[src/rtl/stream_time_gate_pkg.sv]
// Shared definitions for the stream time gate: FSM state encoding,
// default widths and the field layout of an input word
// ({timestamp, payload}, payload in the low bits).
package stream_time_gate_pkg;

  localparam int DEF_DATA_WIDTH = 32;
  localparam int DEF_TIME_WIDTH = 32;

  // Payload occupies the low DATA_WIDTH bits of an input word.
  localparam int PAYLOAD_LSB = 0;

  typedef enum logic [2:0] {
    ST_IDLE  = 3'd0,
    ST_RUN   = 3'd1,
    ST_PAUSE = 3'd2,
    ST_ERROR = 3'd3,
    ST_END   = 3'd4
  } gate_state_e;

  // Timestamp field sits directly above the payload.
  function automatic int ts_lsb(input int data_width);
    return data_width;
  endfunction

  function automatic int ts_msb(input int data_width, input int time_width);
    return data_width + time_width - 1;
  endfunction

endpackage

[src/rtl/stream_time_gate_counter.sv]
// Run-time counter for the stream time gate: synchronous clear, count
// enable, saturates at all-ones (never wraps) and flags that terminal value.
module time_gate_counter
  import stream_time_gate_pkg::*;
#(
  parameter int WIDTH = DEF_TIME_WIDTH
) (
  input  logic             clock,
  input  logic             reset,
  input  logic             clr,
  input  logic             en,
  output logic [WIDTH-1:0] count,
  output logic             at_end
);

  localparam logic [WIDTH-1:0] ONE = {{(WIDTH-1){1'b0}}, 1'b1};

  logic [WIDTH-1:0] count_q;
  logic [WIDTH-1:0] count_d;

  assign count  = count_q;
  assign at_end = &count_q;

  // Next count: clear wins, then increment unless already at the terminal value.
  always_comb begin
    if (clr) begin
      count_d = '0;
    end else if (en && !at_end) begin
      count_d = count_q + ONE;
    end else begin
      count_d = count_q;
    end
  end

  // Counter register.
  always_ff @(posedge clock or posedge reset) begin
    if (reset) begin
      count_q <= '0;
    end else begin
      count_q <= count_d;
    end
  end

endmodule

[src/rtl/stream_time_gate.sv]
// Stream time gate: holds one timed word and releases its payload as a
// single-cycle strobe when the run-time counter equals its timestamp.
// Optional build macro TIME_GATE_LATE_CHECK_EN: a held word whose timestamp
// is already behind the counter sends the block to ERROR instead of being
// released late.
module stream_time_gate
  import stream_time_gate_pkg::*;
#(
  parameter int DATA_WIDTH = DEF_DATA_WIDTH,
  parameter int TIME_WIDTH = DEF_TIME_WIDTH
) (
  input  logic                           clock,
  input  logic                           reset,
  input  logic                           run,
  input  logic                           clear,
  input  logic [TIME_WIDTH+DATA_WIDTH-1:0] in_data,
  input  logic                           in_valid,
  output logic                           in_ready,
  output logic [DATA_WIDTH-1:0]          out_data,
  output logic                           out_strobe,
  output logic [TIME_WIDTH-1:0]          time_count,
  output logic                           status_running,
  output logic                           status_error,
  output logic                           status_end
);

  localparam int TS_LSB = ts_lsb(DATA_WIDTH);
  localparam int TS_MSB = ts_msb(DATA_WIDTH, TIME_WIDTH);

  gate_state_e state_q, state_d;

  logic                  hold_valid_q, hold_valid_d;
  logic [TIME_WIDTH-1:0] hold_time_q, hold_time_d;
  logic [DATA_WIDTH-1:0] hold_data_q, hold_data_d;
  logic [DATA_WIDTH-1:0] out_data_q, out_data_d;
  logic                  out_strobe_q, out_strobe_d;

  logic [TIME_WIDTH-1:0] count;
  logic                  count_at_end;
  logic                  count_en;
  logic [TIME_WIDTH-1:0] word_time;
  logic [DATA_WIDTH-1:0] word_data;
  logic                  running, match, behind, late, release_now, accept;

  assign word_time = in_data[TS_MSB:TS_LSB];
  assign word_data = in_data[PAYLOAD_LSB +: DATA_WIDTH];

  assign running = (state_q == ST_RUN);
  assign match   = running && hold_valid_q && (hold_time_q == count);
  assign behind  = running && hold_valid_q && (hold_time_q < count);

`ifdef TIME_GATE_LATE_CHECK_EN
  assign late        = behind;
  assign release_now = match;
`else
  // Without the late check a stale word simply goes out on the next RUN cycle.
  assign late        = 1'b0;
  assign release_now = match || behind;
`endif

  assign accept   = in_valid && in_ready;
  assign count_en = running && !late;

  time_gate_counter #(.WIDTH(TIME_WIDTH)) u_counter (
    .clock  (clock),
    .reset  (reset),
    .clr    (clear),
    .en     (count_en),
    .count  (count),
    .at_end (count_at_end)
  );

  // FSM state register.
  always_ff @(posedge clock or posedge reset) begin
    if (reset) begin
      state_q <= ST_IDLE;
    end else begin
      state_q <= state_d;
    end
  end

  // FSM next state; clear overrides every other transition.
  always_comb begin
    state_d = state_q;
    if (clear) begin
      state_d = ST_IDLE;
    end else begin
      case (state_q)
        ST_IDLE:  state_d = run ? ST_RUN : ST_IDLE;
        ST_RUN: begin
          if (late) begin
            state_d = ST_ERROR;
          end else if (count_at_end) begin
            state_d = ST_END;
          end else if (!run) begin
            state_d = ST_PAUSE;
          end else begin
            state_d = ST_RUN;
          end
        end
        ST_PAUSE: state_d = run ? ST_RUN : ST_PAUSE;
        ST_ERROR: state_d = ST_ERROR;
        ST_END:   state_d = ST_END;
        default:  state_d = ST_IDLE;
      endcase
    end
  end

  // FSM outputs: ready depends on registers only, never on in_valid.
  always_comb begin
    in_ready       = 1'b0;
    status_running = 1'b0;
    status_error   = 1'b0;
    status_end     = 1'b0;
    case (state_q)
      ST_IDLE, ST_PAUSE: in_ready = !hold_valid_q;
      ST_RUN: begin
        in_ready       = !hold_valid_q || release_now;
        status_running = 1'b1;
      end
      ST_ERROR: begin
`ifdef TIME_GATE_LATE_CHECK_EN
        status_error = 1'b1;
`endif
      end
      ST_END:  status_end = 1'b1;
      default: in_ready = 1'b0;
    endcase
  end

  // Holding register and release path; a release and a load may share an edge.
  always_comb begin
    hold_valid_d = hold_valid_q;
    hold_time_d  = hold_time_q;
    hold_data_d  = hold_data_q;
    out_data_d   = out_data_q;
    out_strobe_d = 1'b0;
    if (clear) begin
      hold_valid_d = 1'b0;
    end else begin
      if (release_now) begin
        out_data_d   = hold_data_q;
        out_strobe_d = 1'b1;
      end else begin
        out_data_d = out_data_q;
      end
      if (accept) begin
        hold_valid_d = 1'b1;
        hold_time_d  = word_time;
        hold_data_d  = word_data;
      end else if (release_now) begin
        hold_valid_d = 1'b0;
      end else begin
        hold_valid_d = hold_valid_q;
      end
    end
  end

  // Holding and output registers.
  always_ff @(posedge clock or posedge reset) begin
    if (reset) begin
      hold_valid_q <= 1'b0;
      hold_time_q  <= '0;
      hold_data_q  <= '0;
      out_data_q   <= '0;
      out_strobe_q <= 1'b0;
    end else begin
      hold_valid_q <= hold_valid_d;
      hold_time_q  <= hold_time_d;
      hold_data_q  <= hold_data_d;
      out_data_q   <= out_data_d;
      out_strobe_q <= out_strobe_d;
    end
  end

  assign out_data   = out_data_q;
  assign out_strobe = out_strobe_q;
  assign time_count = count;

endmodule
[config.mk]
export PLATFORM = sky130hd
export DESIGN_NAME = stream_time_gate
export DESIGN_NICKNAME = d
export VERILOG_FILES = /design/src/rtl/stream_time_gate_pkg.sv /design/src/rtl/stream_time_gate_counter.sv /design/src/rtl/stream_time_gate.sv
export SDC_FILE = /design/constraint.sdc
export NUM_CORES = 1
export LEC_CHECK = 0
export ABC_CLOCK_PERIOD_IN_PS = 4050
export CAP_MARGIN = 25
export CORE_MARGIN = 4
export CORE_UTILIZATION = 48
export CTS_BUF_LIST = sky130_fd_sc_hd__clkbuf_8
export DETAILED_ROUTE_END_ITERATION = 16
export PLACE_DENSITY = 0.79
export SYNTH_ARGS = -nofsm -noshare
export SYNTH_HDL_FRONTEND = slang
export SYNTH_SLANG_ARGS = --single-unit
export TNS_END_PERCENT = 5
[constraint.sdc]
create_clock -name clock -period 4.05 [get_ports clock]
set_clock_uncertainty 0.05 [all_clocks]
set_input_delay 0.6075 -clock clock [delete_from_list [all_inputs] [get_ports clock]]
set_output_delay 0.6075 -clock clock [all_outputs]
set_load 0.03 [all_outputs]
; ---- After elaboration in Yosys (flattened, before gate mapping)
; Index checks and enable logic that the tools add are counted.
[classes]
muxes = 15
addsub = 1
bitwise = 1
n_eq_ne = 5
reduce_logical = 16
magnitude_cmp = 1
[ops]
columns = op, count
row1 = two-way mux 32 bit, 2
row2 = adder 32 x 1 -> 32 bit (second input constant), 1
row3 = == test 32 bit, 1
row4 = < comparator 32 bit, 1
row5 = AND reduction 32 bit, 1
row6 = one-hot mux 3 bit (5 select lines), 1
row7 = two-way mux 1 bit, 8
row8 = == test 3 x 2 -> 1 bit (second input constant), 2
row9 = two-way mux 3 bit, 2
row10 = logical AND 1 bit, 5
row11 = AND reduction 2 bit, 2
row12 = == test 3 x 1 -> 1 bit (second input constant), 1
row13 = == test 3 bit (second input constant), 1
row14 = zero test 3 bit, 1
row15 = nonzero test 3 bit, 1
row16 = zero test 1 bit, 2
row17 = logical OR 1 bit, 2
row18 = two-way mux 2 bit, 1
row19 = one-hot mux 1 bit (2 select lines), 1
row20 = nonzero test 2 bit, 1
row21 = OR reduction 2 bit, 1
row22 = inverter 1 bit, 1
[word_totals]
in_bits = 69
output_inout_bits = 69
reg_bits = 133
wordCells = 46

; ---- Longest topological paths before layout
[depth]
word_depth = 9
mapped_depth = 10
ltp_nobuf = 8

; ---- Modules after synthesis
; From an unflattened synthesis, not the netlist that was laid out.
[unflattened]
cells_unflattened = 690
area_unflattened_um2 = 6885.4
[modules_own_cells]
columns = mod, area_each_um2, cells_per_inst, n_inst, seq_area_each_um2
row1 = stream_time_gate, 5063.6, 498, 1, 2527.4
row2 = time_gate_counter, 1821.7, 192, 1, 800.8

; ---- Worst setup path before layout
; Ideal clock, no wire load.
[synth_timing]
path_type = flip-flop to output port
start = reg u_counter.count_q[27] (netlist: u_counter.count[27])
end = out in_ready
arrival_ns = 2.499
slack_ns = 0.893
path_buffers = 1
path_stages_with_launch = 10
path_cell_list = dfrtp_1 -> inv_1 -> ha_1 -> nand4_1 -> nor4_1 -> nand2_1 -> o22ai_1 -> a21oi_1 -> clkbuf_1 -> nor2_1
[synth_between]
elab_chain_len = 5
elab_cells_between_ends = 7
cone_classes = order compare: 1 / eq/ne: 1 / mux: 1 / reduce/logical: 4
[synth_lines]
columns = element, line_no
row1 = from (decl), stream_time_gate_counter.sv:18  ; logic [WIDTH-1:0] count_q;
row2 = from (signal assigned), stream_time_gate_counter.sv:40  ; count_q <= count_d;
row3 = < comparator 32 bit or == test 32 bit (tied branches), "stream_time_gate.sv:50, stream_time_gate.sv:49"
row4 = "logical AND 1 bit, on equally long branches", "stream_time_gate.sv:50, stream_time_gate.sv:49"
row5 = logical OR 1 bit (*), stream_time_gate.sv:58  ; assign release_now = match || behind;
row6 = logical OR 1 bit (*), stream_time_gate.sv:118  ; in_ready = !hold_valid_q || release_now;
row7 = one-hot mux 1 bit (2 select lines) (*), stream_time_gate.sv:115  ; case (state_q)
row8 = to (decl), stream_time_gate.sv:18  ; output logic in_ready,
; Mark *: on every way between the ends. The rest lies on a longest branch, timed or not.

; ---- Worst setup path in the final report
; Ends and elaborated chain as after synthesis.

==> out/results.ini <==
[status]
status=finished, final reports clean

[global_routing]
grt_pass1_vias=5963
grt_start_max_net_pins=66
antenna_found_initial=0
overflow=0
track_usage_pct=23.0
grt_pass1_wl_mm=29.6

[detailed_routing]
wl_mm=18.0
post-route-drc-count=0
vias=5786
drt-pass1-iter-count=5
viasPerCell=5.82
drtIter0Drc=518
ant_nets=0
wl_per_cell_um=18.1

[logic_synthesis]
synth-seq-cells=133
yosysTopAreaCellShare_pct=49.8
synth_common_cells=nand2_1 (139), dfrtp_1 (133), o22ai_1 (66)
syn_nets=784
synth_edf_count=0
synth_seq_area_share_pct=49.8
synthesis.area_um2=6680
synth.distinct_cells=50
yosysMostFrequentCell=nand2_1
ys_warn_count=0
postSynth.asyncResetShare_pct=100
avgSynthCellArea_um2=9.80
ys_top_cells_by_area=dfrtp_1 (50%), nand2_1 (7.8%), ha_1 (6.2%)
synth_top_area_cell=dfrtp_1
synth_ff_type=dfrtp_1
syn_inst=682

[setup_path]
criticalPathCategory=reg -> out
critPathMaxFanout=7
endpoint=in_ready
startpoint_type=flip-flop
rr_worst_depth=9
cp-startpoint=u_counter.count[27]
r2r_start=u_counter.count[5]
required_ns=3.39
critical_path_arrival_ns=2.88
cp-end-kind=output port
r2r_setup_slack_ns=0.65
regToRegEndpoint=out_data[20]

[floorplan]
dieArea_um2=15900
die_h_um=126
io_pins=138
start_util_pct=49.7
core_um2=13500
rows=42
die_w_um=126

[pwr]
p_leak_nw=3.67
ir_drop_mv=0.420
power_density_nw_per_um2=516

[sta]
hold_viol=0
slew_headroom_pct=44.9
timing.final.crit_share_pct=87.4
fin_crit_ns=3.54
worst_slew_pin_slew_ns=0.806
grt_setup_unrepaired=false
finalSetupViolations=0
fin_tns_setup_ns=0
fmax_ghz=0.283
slew_viol_final=0

[clock_tree]
htree_levels=4
worst_skew_pair.late_latency_ns=0.44
clk_pin_slew_ns=0.07
cts_buffers=17
cts_tree=yes
clockBufferDepth=2
cts_root_buf=clkbuf_8
cts_hold_buf=0
cts.sinks=133
postCtsSetupBuffers=0

[min_path]
hold_class=in -> async

[layout]
post-route-util_pct=64.3
area_growth_syn_to_layout_pct=29.5
n_antenna_cell=0
drive_above_1_share_pct=9.77
nets=911

[placed_design]
gp_congestion=0.909
place_hpwl_mm=12.4
port_buffers=136

[flow_run]
drv_cap=0

[layout by cell type (no fill, tap or decap), drive strengths merged, types with 2 or more instances in the layout]
master,count
a2111oi,7
a211oi,5
a21boi,2
a21o,3
a21oi,25
a311oi,3
a41o,4
and2,2
and3,3
and4,2
buf,15
bufinv,3
clkbuf,19
clkdlybuf4s50,135
clkinv,2
dfrtp,133
ha,33
inv,41
mux2,32
nand2,139
nand3,19
nand4,20
nor2,37
nor3,10
nor4,9
o21ai,5
o22ai,66
or3,2
xnor2,26
[kinds of logic after synthesis]
group	count (synthesis)	share of synthesized area, %
other	1	0.0561
AO/OA/AOI/OAI	129	12.7
adder cells (fa/ha/maj)	33	6.18
flip-flops	133	49.8
XOR/XNOR	26	3.41
multiplexers	33	5.54
AND/OR/NAND/NOR	247	16.8
buffers and inverters	80	5.58
[area by class of cell]
class | instances | area, um^2
multi-input combinational | 469 | 3030
tap | 176 | 220
clock inverter | 10 | 119
timing repair buffer | 151 | 1550
fill | 1071 | 4800
inverter | 37 | 143
clock buffer | 19 | 262
sequential | 133 | 3330
[repair_timing]
item,4_1_cts,5_1_grt
cloned,0,0
resized for setup,1,3
endpoints found under the setup margin,1,1
pin swaps,0,0
[report_power, final]
part           switching [mW]  internal [mW]  leakage [nW]
clock                   0.483          0.618         0.213
combinational           0.826          0.675          1.72
sequential              0.208           1.66          1.74
[per-stage QoR]
stage	worst slack (ns)	std cells	total power [mW]	hold WS, ns	instance area, um^2
CTS	0.0819	994	4.48	0.447	8620
global placement	0.518	964	3.31	0.424	8210
global route	0.341	995	4.71	0.333	8650
finish	0.511	995	4.47	0.351	8650
floorplan	0.893	682	2.75	0.414	6690
detailed placement	0.450	965	3.36	0.431	8230
[sequential cells by signal (all words and copies together) (netlist names)]
name	count
hold_data_q	32
hold_time_q	32
out_data	32
u_counter.count	32
state_q	3
hold_valid_q	1
out_strobe	1
[worst min path at each step]
stage,end,cells past startpoint,slack (ns)
final,out_data[11],2,0.35
after global routing,out_data[11],2,0.33
after CTS,out_data[13],1,0.45
after detailed placement,out_data[12],1,0.43
after global placement,out_data[13],1,0.42
after floorplan,out_data[12],1,0.41
[per-layer routing]
| metal | up-vias | GRT usage, % | part of all wire, % |
|---|---|---|---|
| met4 | 0 | 8.64 | 2.0 |
| met3 | 37 | 6.73 | 9.0 |
| met1 | 2794 | 30.7 | 42 |
| li1 | 2660 | - | - |
| met2 | 295 | 35.9 | 47 |
| met5 | - | 0 | 0 |
[worst max-delay path, cell delays in order, from the launching register on]
cell,delay (ns)
dfrtp_1,0.47
inv_1,0.10
ha_1,0.33
nand4_1,0.21
nor4_4,0.39
nand2_1,0.16
o22ai_1,0.27
a21oi_4,0.05
nor2_1,0.14
dlymetal6s2s_1,0.32
(Power assumes the default switching activity.)
